File: config.mk
export PLATFORM = sky130hd
export DESIGN_NAME = fft_result_unloader
export DESIGN_NICKNAME = d
export VERILOG_FILES = /design/src/rtl/fft_pkg.sv /design/src/rtl/fft_abs_sum.sv /design/src/rtl/fft_result_unloader.sv
export SDC_FILE = /design/constraint.sdc
export NUM_CORES = 1
export LEC_CHECK = 0
export BUFFER_PORTS_ARGS = -buffer_cell sky130_fd_sc_hd__buf_4
export CORE_MARGIN = 1.5
export CORE_UTILIZATION = 40
export DETAILED_ROUTE_END_ITERATION = 6
export REMOVE_ABC_BUFFERS = 1
export SETUP_SLACK_MARGIN = 0.1
export SLEW_MARGIN = 10
export SYNTH_ARGS = -nofsm -noshare
export SYNTH_HDL_FRONTEND = slang
export SYNTH_SLANG_ARGS = --single-unit
export TNS_END_PERCENT = 100
File: constraint.sdc
create_clock -name clk -period 8.1 [get_ports clk]
set_input_delay 0 -clock clk [delete_from_list [all_inputs] [get_ports clk]]
set_output_delay 0 -clock clk [all_outputs]
set_load 0.01 [all_outputs]
File: src/rtl/fft_pkg.sv
// Shared FFT constants, unloader state encoding and the packed-bin slice helper
// used by fft_radix2_top, fft_result_unloader and the board top level.
package fft_pkg;

    localparam int NPOINT = 16;
    localparam int WIDTH  = 16;
    localparam int IDX_W  = 4;

    typedef enum logic [1:0] {
        IDLE   = 2'd0,
        STREAM = 2'd1,
        DONE   = 2'd2
    } state_t;

    // Bin k of a frame packed as {bin NPOINT-1, ..., bin 1, bin 0}
    function automatic logic signed [WIDTH-1:0] bin_slice(
        input logic [WIDTH*NPOINT-1:0] frame,
        input logic [IDX_W-1:0]        k
    );
        return frame[k*WIDTH +: WIDTH];
    endfunction

endpackage

File: src/rtl/fft_abs_sum.sv
// Combinational |a| + |b| magnitude estimate; the sum carries one extra bit so
// that even two most-negative inputs cannot overflow.
module fft_abs_sum #(
    parameter int WIDTH = fft_pkg::WIDTH
) (
    input  logic [WIDTH-1:0] a,
    input  logic [WIDTH-1:0] b,
    output logic [WIDTH:0]   sum
);

    // Two's-complement negate read back as unsigned: the most negative value maps to 2^(WIDTH-1)
    function automatic logic [WIDTH-1:0] abs_u(input logic signed [WIDTH-1:0] x);
        return x[WIDTH-1] ? (~x + 1'b1) : x;
    endfunction

    logic signed [WIDTH-1:0] a_s;
    logic signed [WIDTH-1:0] b_s;

    assign a_s = a;
    assign b_s = b;
    assign sum = {1'b0, abs_u(a_s)} + {1'b0, abs_u(b_s)};

endmodule

File: src/rtl/fft_result_unloader.sv
// Captures one parallel FFT result frame and streams it out bin by bin over
// valid/ready, tracking the peak |re|+|im| bin and reporting it at end of frame.
module fft_result_unloader
    import fft_pkg::*;
#(
    parameter int WIDTH  = fft_pkg::WIDTH,
    parameter int NPOINT = fft_pkg::NPOINT,
    parameter int IDX_W  = fft_pkg::IDX_W
) (
    input  logic                    clk,
    input  logic                    rst_n,
    input  logic                    frame_valid,
    input  logic [WIDTH*NPOINT-1:0] frame_real,
    input  logic [WIDTH*NPOINT-1:0] frame_imag,
    output logic                    out_valid,
    input  logic                    out_ready,
    output logic [IDX_W-1:0]        out_index,
    output logic [WIDTH-1:0]        out_real,
    output logic [WIDTH-1:0]        out_imag,
    output logic [WIDTH:0]          out_mag,
    output logic                    out_last,
    output logic                    peak_valid,
    output logic [IDX_W-1:0]        peak_index,
    output logic [WIDTH:0]          peak_mag,
    output logic                    busy,
    output logic                    overrun,
    input  logic                    overrun_clr
);

    localparam logic [IDX_W-1:0] LAST_IDX = IDX_W'(NPOINT - 1);

    state_t                  state;
    logic [IDX_W-1:0]        idx;
    logic [WIDTH*NPOINT-1:0] shadow_re;
    logic [WIDTH*NPOINT-1:0] shadow_im;
    logic [WIDTH:0]          run_max;
    logic [IDX_W-1:0]        run_idx;

    logic signed [WIDTH-1:0] bin_re;
    logic signed [WIDTH-1:0] bin_im;
    logic [WIDTH:0]          bin_mag;
    logic                    xfer;
    logic                    new_peak;
    logic [WIDTH:0]          nxt_max;
    logic [IDX_W-1:0]        nxt_idx;

    assign bin_re = bin_slice(shadow_re, idx);
    assign bin_im = bin_slice(shadow_im, idx);

    fft_abs_sum #(.WIDTH(WIDTH)) u_abs_sum (
        .a   (bin_re),
        .b   (bin_im),
        .sum (bin_mag)
    );

    assign out_valid = (state == STREAM);
    assign out_last  = out_valid && (idx == LAST_IDX);
    assign out_index = idx;
    assign out_real  = bin_re;
    assign out_imag  = bin_im;
    assign out_mag   = bin_mag;
    assign busy      = (state != IDLE);
    assign xfer      = out_valid && out_ready;

    // Strict compare so that ties keep the lowest index
    assign new_peak = bin_mag > run_max;
    assign nxt_max  = new_peak ? bin_mag : run_max;
    assign nxt_idx  = new_peak ? idx : run_idx;

    always_ff @(posedge clk or negedge rst_n) begin
        if (!rst_n) begin
            state      <= IDLE;
            idx        <= '0;
            shadow_re  <= '0;
            shadow_im  <= '0;
            run_max    <= '0;
            run_idx    <= '0;
            peak_valid <= 1'b0;
            peak_index <= '0;
            peak_mag   <= '0;
            overrun    <= 1'b0;
        end else begin
            peak_valid <= 1'b0;

            if (frame_valid && (state != IDLE)) begin
                overrun <= 1'b1;
            end else if (overrun_clr) begin
                overrun <= 1'b0;
            end

            case (state)
                IDLE: begin
                    if (frame_valid) begin
                        shadow_re <= frame_real;
                        shadow_im <= frame_imag;
                        idx       <= '0;
                        run_max   <= '0;
                        run_idx   <= '0;
                        state     <= STREAM;
                    end
                end
                STREAM: begin
                    if (xfer) begin
                        run_max <= nxt_max;
                        run_idx <= nxt_idx;
                        // Peak registers load on the last transfer so they are valid during DONE
                        if (out_last) begin
                            peak_valid <= 1'b1;
                            peak_index <= nxt_idx;
                            peak_mag   <= nxt_max;
                            state      <= DONE;
                        end else begin
                            idx <= idx + 1'b1;
                        end
                    end
                end
                DONE: begin
                    state <= IDLE;
                end
                default: begin
                    state <= IDLE;
                end
            endcase
        end
    end

endmodule

==> key figures <==
Detailed routing
  • Vias/cell: 5.08
  • Vias: 24,760
  • DR DRC count: 0
  • Post-DRT Antenna Nets: 0
  • Initial DRC count: 1,820
  • Pre-antenna DRT Iters: 6
  • Total wire length: 94.1 mm
  • Avg WL per Cell: 19.3 um

Placement
  • GP Congestion: 0.854
  • IO Port Bufs: 595
  • Placed cells: 4,219
  • Hpwl dp: 61.3 mm
  • Post-DP Area: 32,200 um^2

Yosys
  • Post-Syn Instances: 2,889
  • #FFs+latches synth: 562
  • Ys Warns: 0
  • Prevailing post-synth register cell: dfrtp_1
  • Synth Area in Adders: 1.74%
  • Register area share after synthesis: 51.9%
  • Post-Syn Area per Cell: 9.38 um^2
  • Synth cell types: 71
  • Mapped Area: 27,100 um^2
  • Synth Area in Compound Gates: 3.74%
  • Top cells by area, synth: dfrtp_1 52%, nand2_1 22%, mux4_2 10%
  • Largest family of logic cells by synthesized area: simple AND/OR/NAND/NOR gates
  • Area share of xor/xnor cells in the synthesized design: 1.20%
  • Mux contribution to synthesized area: 13.0%
  • Post-synth ARST share: 100%
  • Area share of and/or/nand/nor cells after synthesis: 24.7%
  • Synth area leader: dfrtp_1
  • EDFF count, synth: 0
  • Synth top area share: 51.9%

Timing
  • Tmin final: 7320 ps
  • Period utilization: 90.4%
  • Worst slew pin tran: 1180 ps
  • Final setup viols: 0
  • Fin Clk Skew: 24.2 ps
  • Peak Freq: 0.137 GHz
  • Slew Viols, Final: 0
  • Final Hold Vio Count: 0
  • RSZ-0062 raised after global routing: no
  • Max_slew headroom: 21.0%

Clocking
  • Worst-path clk slew: 60 ps
  • Root buf cell: clkbuf_16
  • TritonCTS Buffers: 66
  • Clk_lat worst skew: 610 ps
  • # clock sinks: 562
  • H-Tree Depth: 3
  • Clock tree buffer depth: 3
  • CTS tree: yes

Floorplan
  • Core Area: 67,200 um^2
  • # rows: 95
  • Initial Util: 40.4%
  • Die width: 263 um
  • # IOs: 596
  • DIE AREA: 69,300 um^2
  • Die H: 263 um

Worst setup path
  • Crit path DAT: 7830 ps
  • Max FO, Critical Path: 25
  • Crit. End Element: flip-flop
  • Critical path type: reg -> reg
  • Worst R2R Start: out_index[0]
  • Critical Path RT: 8610 ps
  • Worst setup path startpoint: out_index[0]
  • Crit path launch type: flip-flop

Hold path
  • Min-delay src: frame_real[198]
  • Hold crit path type: in -> reg

Final layout
  • Share of post-route cells with drive strength above 1: 22.4%
  • Post-layout instance area: 39,800 um^2
  • Layout area overhead: 46.8%
  • # fillers: 5,538
  • Multi-input gate area: 12,100 um^2
  • Sequential Area: 14,100 um^2
  • Post-route insts no fill: 4,870
  • Final layout net count: 4,495

GRT
  • Largest net degree at the start of global routing: 229
  • Initial antenna violation count: 5
  • Vias in the first global route: 26,183
  • Global-route wire length before repair: 147 mm
  • Global route total overflow: 0
  • GRT Total Usage: 27.2%

Run
  • Maximum capacitance violations: 0

Run status
  • Status: complete, no violations
[cells by family (layout without fill, tap and decap cells)]
logic type / count (synthesis) / in the layout
XOR/XNOR: 37 / 37
AO/OA/AOI/OAI: 151 / 151
buffers and inverters: 212 / 1314
AND/OR/NAND/NOR: 1734 / 1734
multiplexers: 156 / 156
other: 0 / 6
adder cells (fa/ha/maj): 37 / 37
flip-flops: 562 / 562
[flip-flops by register name (all words and copies together), names as in the netlist]
signal,flops
shadow_im,256
shadow_re,256
peak_mag,17
run_max,17
out_index,4
peak_index,4
run_idx,4
state,2
overrun,1
peak_valid,1
[per-stage QoR]
stage | hold slack [ps] | util [%] | setup WS, ps | TNS (ps)
2_1_floorplan | -296 | - | -3350 | -871520
3_3_place_gp | 28.3 | 48.0 | 630 | 0
3_5_place_dp | 25.9 | 48.0 | 468 | 0
4_1_cts | 74.9 | 59.2 | 413 | 0
5_1_grt | 120 | 59.2 | 164 | 0
6_report | 128 | 59.2 | 780 | 0
[path summary, 6_finish.rpt]
kind	end	slack [ps]	cells after the start
min in group asynchronous	shadow_im[100]	390	3
worst min register to register	shadow_re[150]	470	2
worst min-delay path	shadow_re[198]	130	4
worst max register to register	peak_mag[15]	780	24
worst max-delay path	peak_mag[15]	780	24
max in group asynchronous	shadow_im[255]	5760	5
[layer usage]
layer	vias up	global-route usage, %	part of all wire [%]
met5	-	0	0.013
met1	12025	33.7	40
li1	11526	-	-
met2	866	44.4	48
met4	2	18.1	7.0
met3	341	4.12	4.6
[worst max-delay path: stages (launching register included)]
cell	delay, ps
dfrtp_4	640
buf_12	280
buf_12	260
mux4_2	530
mux2i_1	140
nand2_1	80
o21ai_2	180
inv_1	240
nand2_1	110
a21boi_0	340
fa_1	280
nor2b_1	70
o31a_1	280
o41ai_1	490
a31oi_1	290
mux2i_1	180
nor4_1	630
inv_1	150
ha_1	320
and4_1	190
nand2_1	90
nor4_2	600
or2_2	490
a21oi_1	130
a31oi_1	210
[cell type report]
cell class / count / area share [%]
clock inverter: 23 / 0.720
sequential: 562 / 35.4
tap: 873 / 2.75
timing repair buffer: 1157 / 25.5
antenna: 6 / 0.0377
inverter: 39 / 0.368
multi-input combinational: 2115 / 30.4
clock buffer: 95 / 4.93
[cell usage after synthesis (14+ instances only)]
cell      number
a21oi_1       24
a22oi_1       19
a31oi_1       15
buf_2         15
clkbuf_1     131
dfrtp_1      562
ha_1          36
inv_1         38
mux4_1        27
mux4_2       121
nand2_1     1624
nor2_1        43
o21ai_0       34
o31ai_1       16
xnor2_1       23
xor2_1        14
[layout by cell type (no fill, tap or decap), drive strengths merged, types with 16 or more instances in the layout]
| master | n |
|---|---|
| dfrtp | 562 |
| dlygate4sd3 | 525 |
| mux4 | 149 |
| nand2 | 1628 |
| nor2 | 45 |
| a22oi | 21 |
| a21oi | 24 |
| buf | 632 |
| ha | 36 |
| o31ai | 16 |
| clkbuf | 95 |
| inv | 43 |
| o21ai | 37 |
| xnor2 | 23 |
[timing repair]
item | in CTS | in global routing
setup endpoints to repair | 0 | 40
hold buffers | 526 | 0
setup buffers | 0 | 1
gates resized for setup | 0 | 1
hold endpoints to repair | 603 | 0
Power is left out: the tool's default activity adds up to more than one toggle a clock period on the data nets, which glitch-free logic cannot reach.
